### config.mk
export PLATFORM = sky130hd
export DESIGN_NAME = sprite_rom_arbiter_flat
export DESIGN_NICKNAME = d
export VERILOG_FILES = /design/src/rtl/sprite_rom_arbiter_if.sv /design/src/rtl/sprite_rom_arbiter.sv /design/src/flat_wrapper.sv
export SDC_FILE = /design/constraint.sdc
export NUM_CORES = 1
export LEC_CHECK = 0
export CELL_PAD_IN_SITES_DETAIL_PLACEMENT = 0
export CELL_PAD_IN_SITES_GLOBAL_PLACEMENT = 2
export CORE_MARGIN = 1.5
export CORE_UTILIZATION = 21
export DETAILED_ROUTE_END_ITERATION = 7
export PLACE_DENSITY_LB_ADDON = 0.1
export SLEW_MARGIN = 20
export SYNTH_ARGS = -nofsm -noshare
export SYNTH_HDL_FRONTEND = slang
export SYNTH_SLANG_ARGS = --single-unit
### constraint.sdc
create_clock -name vga_clk -period 2.1 [get_ports vga_clk]
set_input_delay 0.42 -clock vga_clk [delete_from_list [all_inputs] [get_ports vga_clk]]
set_output_delay 0.42 -clock vga_clk [all_outputs]
set_load 0.02 [all_outputs]
### src/rtl/sprite_rom_arbiter_if.sv
// sprite_rom_arbiter_if: request/response bus between sprite renderers, the arbiter and the ROM.
//   hp_en        requester 0 absolute priority
//   req_valid    per-requester read request
//   req_addr     packed request addresses, requester i at [i*ADDR_W +: ADDR_W]
//   req_ready    one-hot grant
//   rom_address  ROM address, rom_q ROM read data
//   rsp_valid    one-hot response strobe, rsp_data shared response data
//   grant_id     index of the last accepted requester
interface sprite_rom_arbiter_if #(
  parameter int NUM_REQ = 4,
  parameter int ADDR_W  = 17,
  parameter int DATA_W  = 4
);
  localparam int IW = $clog2(NUM_REQ);
  logic                      hp_en;
  logic [NUM_REQ-1:0]        req_valid;
  logic [NUM_REQ*ADDR_W-1:0] req_addr;
  logic [NUM_REQ-1:0]        req_ready;
  logic [ADDR_W-1:0]         rom_address;
  logic [DATA_W-1:0]         rom_q;
  logic [NUM_REQ-1:0]        rsp_valid;
  logic [DATA_W-1:0]         rsp_data;
  logic [IW-1:0]             grant_id;
  modport slave (
    input  hp_en, req_valid, req_addr, rom_q,
    output req_ready, rom_address, rsp_valid, rsp_data, grant_id
  );
  modport master (
    output hp_en, req_valid, req_addr, rom_q,
    input  req_ready, rom_address, rsp_valid, rsp_data, grant_id
  );
endinterface

### src/rtl/sprite_rom_arbiter.sv
// sprite_rom_arbiter: round-robin arbiter sharing one synchronous sprite ROM among NUM_REQ renderers.
//   vga_clk  pixel clock, all state on posedge
//   reset_n  asynchronous active-low reset
//   bus      sprite_rom_arbiter_if slave: requests, ROM address/data, tagged responses
module sprite_rom_arbiter #(
  parameter int NUM_REQ = 4,
  parameter int ADDR_W  = 17,
  parameter int DATA_W  = 4,
  parameter int ROM_LAT = 1
) (
  input logic vga_clk,
  input logic reset_n,
  sprite_rom_arbiter_if.slave bus
);
  localparam int IW = $clog2(NUM_REQ);
  logic [IW-1:0] rr_ptr;
  logic [IW-1:0] sel;
  logic          acc;
  logic [ROM_LAT-1:0] tag_v;
  logic [IW-1:0]      tag_id [ROM_LAT];
  // Scan farthest-first so the nearest valid requester after rr_ptr is assigned last and wins.
  always_comb begin
    sel = '0;
    for (int k = NUM_REQ; k >= 1; k--)
      if (bus.req_valid[(int'(rr_ptr) + k) % NUM_REQ]) sel = IW'((int'(rr_ptr) + k) % NUM_REQ);
    if (bus.hp_en && bus.req_valid[0]) sel = '0;
  end
  assign acc = reset_n && |bus.req_valid;
  assign bus.req_ready = acc ? NUM_REQ'(1) << sel : '0;
  always_ff @(posedge vga_clk or negedge reset_n) begin
    if (!reset_n) begin
      rr_ptr          <= IW'(NUM_REQ - 1);
      bus.rom_address <= '0;
      bus.grant_id    <= '0;
      bus.rsp_valid   <= '0;
      bus.rsp_data    <= '0;
      tag_v           <= '0;
      for (int i = 0; i < ROM_LAT; i++) tag_id[i] <= '0;
    end else begin
      if (acc) begin
        rr_ptr          <= sel;
        bus.grant_id    <= sel;
        bus.rom_address <= bus.req_addr[sel*ADDR_W +: ADDR_W];
      end
      tag_v[0]  <= acc;
      tag_id[0] <= sel;
      for (int i = 1; i < ROM_LAT; i++) begin
        tag_v[i]  <= tag_v[i-1];
        tag_id[i] <= tag_id[i-1];
      end
      bus.rsp_valid <= tag_v[ROM_LAT-1] ? NUM_REQ'(1) << tag_id[ROM_LAT-1] : '0;
      if (tag_v[ROM_LAT-1]) bus.rsp_data <= bus.rom_q;
    end
  end
endmodule
### src/flat_wrapper.sv
// flat-port wrapper written by rule: the top's interface ports become plain ports
module sprite_rom_arbiter_flat 
#(
  parameter int NUM_REQ = 4,
  parameter int ADDR_W  = 17,
  parameter int DATA_W  = 4,
  parameter int ROM_LAT = 1
)
  (vga_clk, reset_n, bus_hp_en, bus_req_valid, bus_req_addr, bus_rom_q, bus_req_ready, bus_rom_address, bus_rsp_valid, bus_rsp_data, bus_grant_id);
  sprite_rom_arbiter_if #(.NUM_REQ(NUM_REQ), .ADDR_W(ADDR_W), .DATA_W(DATA_W)) bus_i ();
  input logic vga_clk;
  input logic reset_n;
  input wire logic [$bits(bus_i.hp_en)-1:0] bus_hp_en;
  input wire logic [$bits(bus_i.req_valid)-1:0] bus_req_valid;
  input wire logic [$bits(bus_i.req_addr)-1:0] bus_req_addr;
  input wire logic [$bits(bus_i.rom_q)-1:0] bus_rom_q;
  output wire logic [$bits(bus_i.req_ready)-1:0] bus_req_ready;
  output wire logic [$bits(bus_i.rom_address)-1:0] bus_rom_address;
  output wire logic [$bits(bus_i.rsp_valid)-1:0] bus_rsp_valid;
  output wire logic [$bits(bus_i.rsp_data)-1:0] bus_rsp_data;
  output wire logic [$bits(bus_i.grant_id)-1:0] bus_grant_id;
  assign bus_i.hp_en = bus_hp_en;
  assign bus_i.req_valid = bus_req_valid;
  assign bus_i.req_addr = bus_req_addr;
  assign bus_i.rom_q = bus_rom_q;
  assign bus_req_ready = bus_i.req_ready;
  assign bus_rom_address = bus_i.rom_address;
  assign bus_rsp_valid = bus_i.rsp_valid;
  assign bus_rsp_data = bus_i.rsp_data;
  assign bus_grant_id = bus_i.grant_id;
  sprite_rom_arbiter #(.NUM_REQ(NUM_REQ), .ADDR_W(ADDR_W), .DATA_W(DATA_W), .ROM_LAT(ROM_LAT)) u_core (.vga_clk(vga_clk), .reset_n(reset_n), .bus(bus_i));
endmodule
==> results of run 1 <==
## layout by cell type (no fill, tap or decap), types with 5 or more instances in the layout
cell type / synthesis / routed
a22o_1: 17 / 17
nand2_1: 7 / 7
buf_6: 2 / 6
o21ai_0: 20 / 20
clkbuf_8: 0 / 5
dfrtp_1: 30 / 30
clkdlybuf4s50_1: 0 / 100
or3b_2: 17 / 17
buf_4: 1 / 16
a211o_1: 17 / 17
a21oi_1: 22 / 18
## sequential cells by signal (all words and copies together) (netlist names)
signal	cells
u_core.bus.rom_address	17
u_core.rr_ptr	2
u_core.bus.rsp_data	4
u_core.tag_id	2
u_core.tag_v	1
u_core.bus.rsp_valid	4
u_core.bus.grant_id	2
## area by class of cell
type	instances	area share [%]
repair buffers	130	38.26
multi-input cells	128	29.81
flip-flops and latches	32	24.35
inverters	3	0.3413
clock buffers	6	2.199
well taps	105	3.982
clock inverters	2	1.062
## metal layers
layer | vias up | wire [um] | global-route usage [%]
met5 | - | 0 | 0
met4 | 0 | 68 | 3.676
met3 | 7 | 652 | 6.240
met2 | 70 | 3107 | 25.29
met1 | 901 | 3092 | 19.49
li1 | 919 | - | -
## path summary, 6_finish.rpt
check	to	slack [ps]	cells after the start
min in group vga_clk	u_core.bus.rsp_valid[0]	480	1
max in group asynchronous	u_core.rr_ptr[0]	1520	2
hold reg to reg	u_core.bus.rsp_valid[0]	480	1
setup reg to reg	u_core.bus.rom_address[4]	120	6
hold / removal	u_core.bus.rom_address[12]	230	2
setup / recovery	bus_req_ready[2]	-160	5
## metrics by stage
step	utilization [%]	instance area (um2)
2_1_floorplan	-	1821
3_3_place_gp	37.45	3108
3_5_place_dp	37.45	3108
4_1_cts	39.41	3271
5_1_grt	39.76	3299
6_report	39.76	3299
## critical path, delay by kind of cell
family | cells | cell delay, ps
buf+inv | 2 | 590
simple gates | 1 | 530
compound gates | 2 | 320
## power by group through the flow
stage | logic [mW] | clock network (mW) | registers, mW
after floorplan | 0.349 | 0 | 0.947
after global placement | 1.00 | 0 | 0.822
after detailed placement | 0.998 | 0 | 0.822
after CTS | 1.04 | 0.627 | 0.811
after global routing | 1.13 | 0.655 | 0.824
final | 1.04 | 0.603 | 0.812
## kinds of logic after synthesis
| kind of cell | count (synthesis) |
|---|---|
| buffers and inverters | 18 |
| muxes | 5 |
| DFF | 32 |
| and+or+nand+nor | 38 |
| AOI/OAI and AO/OA | 85 |
## repair_timing
item                       CTS  global route
setup buffers                5             0
pin swaps                    4             3
setup endpoints to repair   22            19
gates cloned                 1             0
gates resized for setup     30            17
==> metrics.txt, run 1 <==
# TYPE chip_impl_metric gauge
chip_impl_metric{name="vdd_drop_max",unit="mV"} 0.2706
chip_impl_metric{name="post_drt_via_cell_ratio",unit=""} 4.672
chip_impl_metric{name="fp.dieArea",unit="mm2"} 0.009205
chip_impl_info{name="tritoncts_clock_tree",value="built"} 1
chip_impl_metric{name="cts_made_buffers",unit=""} 5
chip_impl_metric{name="postSynthCellCount",unit=""} 178
chip_impl_metric{name="filler_cell_count",unit=""} 848
chip_impl_metric{name="setup-violations-final",unit=""} 3
chip_impl_metric{name="dp_hpwl",unit="um"} 4604
chip_impl_info{name="slowest_stage",value="or4b_4"} 1
chip_impl_metric{name="postSynthNetCount",unit=""} 257
chip_impl_metric{name="holdWs",unit="ps"} 227.5
chip_impl_metric{name="cts_hold_repair.buffers",unit=""} 0
chip_impl_metric{name="htree_num_levels",unit=""} 2
chip_impl_metric{name="insertedDiodeCount",unit=""} 0
chip_impl_metric{name="clock_power_share",unit="%"} 24.5
chip_impl_metric{name="synth_xor_xnor_area_share",unit="%"} 0
chip_impl_metric{name="power.share.combinational",unit="%"} 42.4
chip_impl_metric{name="grt_start_max_net_pins",unit=""} 35
chip_impl_metric{name="maxCapViolCount",unit=""} 0
chip_impl_metric{name="synth_largest_type_area_fraction",unit="%"} 41.38
chip_impl_info{name="outcome",value="finished with violations"} 1
chip_impl_metric{name="first_global_vias",unit=""} 2086
chip_impl_metric{name="internal-power",unit="mW"} 1.669
chip_impl_metric{name="critPathMaxFanout",unit=""} 3
chip_impl_metric{name="slew-limit-headroom",unit="%"} 69.41
chip_impl_metric{name="register_area_share_after_synthesis",unit="%"} 44.28
chip_impl_metric{name="achievable-frequency",unit="MHz"} 442.0
chip_impl_info{name="critical_path.cell_chain",value="clkdlybuf4s50_1 > a21oi_2 > or4b_4 > a21oi_4 > buf_6"} 1
chip_impl_metric{name="grt_pass1_wl",unit="um"} 10820
chip_impl_metric{name="synth_fa_ha_area_share",unit="%"} 0
chip_impl_metric{name="switching_portion_of_total_power",unit="%"} 32.11
chip_impl_metric{name="bufs_on_longest_clock_path",unit=""} 2
chip_impl_metric{name="synth-async-reset-ratio",unit="%"} 100.0
chip_impl_metric{name="post_synth_instance_area",unit="mm2"} 0.001814
chip_impl_metric{name="post-layout-total-power",unit="mW"} 2.458
chip_impl_metric{name="drc",unit=""} 0
chip_impl_metric{name="seqPwrFrac",unit="%"} 33.0
chip_impl_metric{name="yosys.area_share.simple",unit="%"} 14.55
chip_impl_metric{name="cellPowerDensity",unit="mW/mm2"} 744.9
chip_impl_metric{name="die_h",unit="um"} 95.95
chip_impl_metric{name="synth-compound-area-share",unit="%"} 33.17
chip_impl_metric{name="cp_slowest_stage_delay",unit="ps"} 530
chip_impl_metric{name="pre_cts_ws",unit="ps"} -1036
chip_impl_metric{name="area_growth",unit="%"} 81.86
chip_impl_metric{name="clk_transition_reported_paths",unit="ps"} 70
chip_impl_metric{name="slew_violations",unit=""} 0
chip_impl_metric{name="total_of_warnings_raised_by_yosys",unit=""} 0
chip_impl_metric{name="antenna_violations_before_repair",unit=""} 0
chip_impl_metric{name="floorplan.rows",unit=""} 33
chip_impl_metric{name="post_drt_wl_per_cell",unit="um"} 17.04
chip_impl_metric{name="design.portCount",unit=""} 110
chip_impl_info{name="startpoint_of_the_worst_slack_reg_to_reg_timing_path",value="u_core.rr_ptr[1]"} 1
chip_impl_metric{name="placement.io_buffers",unit=""} 109
chip_impl_info{name="critPathLaunch",value="bus_hp_en"} 1
chip_impl_metric{name="core_area",unit="mm2"} 0.008299
chip_impl_metric{name="drt-initial-drc-count",unit=""} 26
chip_impl_metric{name="initial_util",unit="%"} 21.86
chip_impl_info{name="timing.critical_path.from_type",value="input port"} 1
chip_impl_metric{name="finalHoldViolations",unit=""} 0
chip_impl_metric{name="die_x",unit="um"} 95.95
chip_impl_metric{name="min_period_over_period",unit="%"} 107.7
chip_impl_info{name="setup_repair_after_global_routing_missed_its_margin",value="true"} 1
chip_impl_metric{name="dp.cells",unit=""} 393
chip_impl_metric{name="final_cell_count_no_fill",unit=""} 406
chip_impl_metric{name="switchingPower",unit="uW"} 789.1
chip_impl_metric{name="clock_latency",unit="ps"} 290
chip_impl_metric{name="drive_above_1_share",unit="%"} 25.25
chip_impl_metric{name="synth-edff-count",unit=""} 0
chip_impl_metric{name="synthesis_stage_register_bit_count",unit=""} 32
chip_impl_metric{name="worstMarginPinSlew",unit="ps"} 458.9
chip_impl_info{name="synthFlopType",value="dfrtp_1"} 1
chip_impl_metric{name="synthMuxAreaShare",unit="%"} 3.034
chip_impl_info{name="critPathCaptureType",value="output pin"} 1
chip_impl_metric{name="dr.pass1.iters",unit=""} 4
chip_impl_metric{name="critical_path_required",unit="ps"} 1680
chip_impl_info{name="synth_top_family_by_area",value="compound AO/OA/AOI/OAI gates"} 1
chip_impl_info{name="synth_top_cell_by_area",value="dfrtp_1"} 1
chip_impl_metric{name="total_clock_sinks",unit=""} 32
chip_impl_metric{name="setup-tns-final",unit="ps"} -390.7
chip_impl_metric{name="register_area",unit="um2"} 803.3
chip_impl_metric{name="grt_util_all_layers",unit="%"} 15.66
chip_impl_metric{name="detailroute.via_count",unit=""} 1897
chip_impl_metric{name="finalNetCount",unit=""} 379
chip_impl_info{name="synthMostInstantiatedCell",value="dfrtp_1"} 1
chip_impl_metric{name="static_power_due_to_leakage",unit="nW"} 1.431
chip_impl_metric{name="timing.final.ws_setup",unit="ps"} -162.2
chip_impl_info{name="min_path_type",value="in2async"} 1
chip_impl_metric{name="gp_congestion",unit=""} 0.7380
chip_impl_info{name="critPathKind",value="in2out"} 1
chip_impl_metric{name="critical_path_arrival",unit="ps"} 1840
chip_impl_metric{name="post-route-min-period",unit="ps"} 2262
chip_impl_info{name="ys_top_cells_by_area",value="dfrtp_1 41%, a211o_1 8.2%, a22o_1 8.2%"} 1
chip_impl_metric{name="grt-ovfl-total",unit=""} 0
chip_impl_metric{name="clock_skew",unit="ps"} 7.711
chip_impl_metric{name="finalWirelength",unit="um"} 6920
chip_impl_metric{name="synth_area_per_cell",unit="um2"} 10.19
chip_impl_metric{name="postRouteAntennaNets",unit=""} 0
chip_impl_info{name="violations_in_the_final_reports",value="setup timing"} 1
chip_impl_metric{name="netlist-cell-type-count",unit=""} 34
chip_impl_info{name="ctsRootBufferMaster",value="clkbuf_8"} 1
chip_impl_metric{name="multi_input_area",unit="um2"} 983.4
chip_impl_info{name="synth.top_cells.by_count",value="30 x dfrtp_1, 22 x a21oi_1, 20 x o21ai_0"} 1
Note: power is estimated with default switching activity, not from simulation.
==> run 2, diff against run 1 <==
--- a/config.mk
+++ b/config.mk
@@ -7,7 +7,6 @@
 export LEC_CHECK = 0
 export CELL_PAD_IN_SITES_DETAIL_PLACEMENT = 0
 export CELL_PAD_IN_SITES_GLOBAL_PLACEMENT = 2
-export CORE_MARGIN = 1.5
 export CORE_UTILIZATION = 21
 export DETAILED_ROUTE_END_ITERATION = 7
 export PLACE_DENSITY_LB_ADDON = 0.1
==> metrics.txt, run 2 (synthesized netlist as in run 1, its figures left out) <==
# TYPE chip_impl_metric gauge
chip_impl_info{name="layout_common_cells",value="100 x clkdlybuf4s50_1, 30 x dfrtp_1, 20 x o21ai_0"} 1
chip_impl_info{name="ctsRootBufferMaster",value="clkbuf_8"} 1
chip_impl_metric{name="finish.instance_area",unit="mm2"} 0.003299
chip_impl_info{name="critPathCaptureType",value="output pin"} 1
chip_impl_metric{name="post_drt_via_cell_ratio",unit=""} 4.567
chip_impl_metric{name="post_drt_wl_per_cell",unit="um"} 16.50
chip_impl_metric{name="min_period_over_period",unit="%"} 108.5
chip_impl_metric{name="total_clock_sinks",unit=""} 32
chip_impl_info{name="setup_repair_after_global_routing_missed_its_margin",value="true"} 1
chip_impl_metric{name="dp_hpwl",unit="um"} 4585
chip_impl_metric{name="placed_area",unit="mm2"} 0.003085
chip_impl_metric{name="first_global_vias",unit=""} 2040
chip_impl_metric{name="vdd_drop_max",unit="mV"} 0.2892
chip_impl_info{name="critical_path.cell_chain",value="nand2b_4 > nor2_4 > or4b_4 > a21oi_2 > buf_6"} 1
chip_impl_metric{name="setup-tns-final",unit="ps"} -401.6
chip_impl_metric{name="largest_register_ffs",unit=""} 17
chip_impl_metric{name="timing.final.ws_setup",unit="ps"} -177.8
chip_impl_metric{name="post-route-min-period",unit="ps"} 2278
chip_impl_metric{name="post-layout-total-power",unit="mW"} 2.429
chip_impl_info{name="min_path_type",value="in2async"} 1
chip_impl_metric{name="cts_hold_repair.buffers",unit=""} 0
chip_impl_metric{name="fp.dieArea",unit="mm2"} 0.009015
chip_impl_metric{name="achievable-frequency",unit="MHz"} 439.0
chip_impl_metric{name="finalHoldViolations",unit=""} 0
chip_impl_metric{name="clock_skew",unit="ps"} 7.245
chip_impl_metric{name="drive_above_1_share",unit="%"} 24.08
chip_impl_metric{name="die_x",unit="um"} 94.95
chip_impl_info{name="slowest_stage",value="or4b_4"} 1
chip_impl_metric{name="grt_pass1_wl",unit="um"} 10410
chip_impl_info{name="violations_in_the_final_reports",value="setup timing"} 1
chip_impl_info{name="outcome",value="finished with violations"} 1
chip_impl_metric{name="floorplan.rows",unit=""} 33
chip_impl_metric{name="setup-violations-final",unit=""} 3
chip_impl_info{name="max_flop_register",value="u_core.bus.rom_address"} 1
chip_impl_metric{name="htree_num_levels",unit=""} 2
chip_impl_metric{name="maxCapViolCount",unit=""} 0
chip_impl_info{name="tritoncts_clock_tree",value="built"} 1
chip_impl_metric{name="design.portCount",unit=""} 110
chip_impl_metric{name="gp_congestion",unit=""} 0.7347
chip_impl_metric{name="bufs_on_longest_clock_path",unit=""} 2
chip_impl_metric{name="clk_transition_reported_paths",unit="ps"} 70
chip_impl_info{name="timing.critical_path.from_type",value="flop"} 1
chip_impl_metric{name="critical_path_arrival",unit="ps"} 1860
chip_impl_metric{name="finalWirelength",unit="um"} 6664
chip_impl_metric{name="drc",unit=""} 0
chip_impl_metric{name="grt_start_max_net_pins",unit=""} 35
chip_impl_metric{name="dr.pass1.iters",unit=""} 4
chip_impl_metric{name="slew-limit-headroom",unit="%"} 69.33
chip_impl_metric{name="clock_latency",unit="ps"} 280
chip_impl_metric{name="critPathMaxFanout",unit=""} 3
chip_impl_metric{name="worstMarginPinSlew",unit="ps"} 460.0
chip_impl_metric{name="drt-initial-drc-count",unit=""} 39
chip_impl_metric{name="static_power_due_to_leakage",unit="nW"} 1.423
chip_impl_metric{name="placement.io_buffers",unit=""} 109
chip_impl_metric{name="insertedDiodeCount",unit=""} 0
chip_impl_metric{name="slew_violations",unit=""} 0
chip_impl_metric{name="critical_path_required",unit="ps"} 1680
chip_impl_metric{name="cp_slowest_stage_delay",unit="ps"} 570
chip_impl_metric{name="finalNetCount",unit=""} 377
chip_impl_metric{name="antenna_violations_before_repair",unit=""} 0
chip_impl_metric{name="grt-ovfl-total",unit=""} 0
chip_impl_metric{name="core_area",unit="mm2"} 0.008299
chip_impl_metric{name="cts_made_buffers",unit=""} 5
chip_impl_metric{name="area_growth",unit="%"} 81.86
chip_impl_metric{name="initial_util",unit="%"} 21.86
chip_impl_info{name="reg.largest.list",value="u_core.bus.rom_address: 17 flops, u_core.bus.rsp_data: 4 flops, u_core.bus.rsp_valid: 4 flops"} 1
chip_impl_info{name="critPathKind",value="reg2out"} 1
chip_impl_metric{name="grt_util_all_layers",unit="%"} 15.50
chip_impl_info{name="final_common_cell",value="clkdlybuf4s50_1"} 1
chip_impl_metric{name="detailroute.via_count",unit=""} 1845
chip_impl_metric{name="holdWs",unit="ps"} 238.7
chip_impl_metric{name="die_h",unit="um"} 94.95
chip_impl_metric{name="postRouteAntennaNets",unit=""} 0
chip_impl_metric{name="cellPowerDensity",unit="mW/mm2"} 736.2
[run 2: routing by layer]
layer,GRT usage [%],wire [um]
met1,18.60,2849
met2,25.78,3127
met3,6.200,648
met4,3.788,39
met5,0,0
[run 2: critical path, delay by kind of cell, from the launching register on]
kind                   cells  cell delay [ps]
and+or+nand+nor            3              760
DFF                        1              550
AOI/OAI and AO/OA          1              140
buffers and inverters      1              130
[run 2: repair_timing]
action | 4_1_cts | 5_1_grt
setup buffers | 2 | 1
resized for setup | 40 | 13
pin swaps | 5 | 5
gates cloned | 1 | 0
setup endpoints to repair | 21 | 4
[run 2: area by class of cell]
type / instances / area, um2
repair buffers: 128 / 1241
clock buffers: 6 / 72.57
multi-input cells: 128 / 1005
flip-flops and latches: 32 / 803.3
well taps: 105 / 131.4
clock inverters: 2 / 35.03
inverters: 3 / 11.26
fillers: 849 / 5000
[run 2: through the flow]
step	instances	utilization, %	setup WS (ps)
2_1_floorplan	178	-	-39.92
3_3_place_gp	393	37.18	-962.6
3_5_place_dp	393	37.18	-941.7
4_1_cts	404	39.08	-175.2
5_1_grt	404	39.76	-238.2
6_report	404	39.76	-177.8
[run 2: power breakdown]
| group | internal, mW | leakage [nW] | switching [mW] | total (mW) |
|---|---|---|---|---|
| Sequential | 0.741 | 0.393 | 0.0697 | 0.810 |
| Clock | 0.352 | 0.0552 | 0.238 | 0.591 |
| Combinational | 0.567 | 0.975 | 0.462 | 1.03 |
[run 2: final timing paths]
path	from	to	slack, ps	cells past startpoint
setup / recovery	u_core.rr_ptr[0]	bus_req_ready[2]	-180	5
hold / removal	reset_n	u_core.bus.rom_address[12]	240	2
setup reg to reg	u_core.rr_ptr[0]	u_core.bus.rom_address[10]	130	6
hold reg to reg	u_core.tag_id[0]	u_core.bus.rsp_valid[0]	470	1
max in group asynchronous	reset_n	u_core.rr_ptr[0]	1510	2
min in group vga_clk	u_core.tag_id[0]	u_core.bus.rsp_valid[0]	470	1
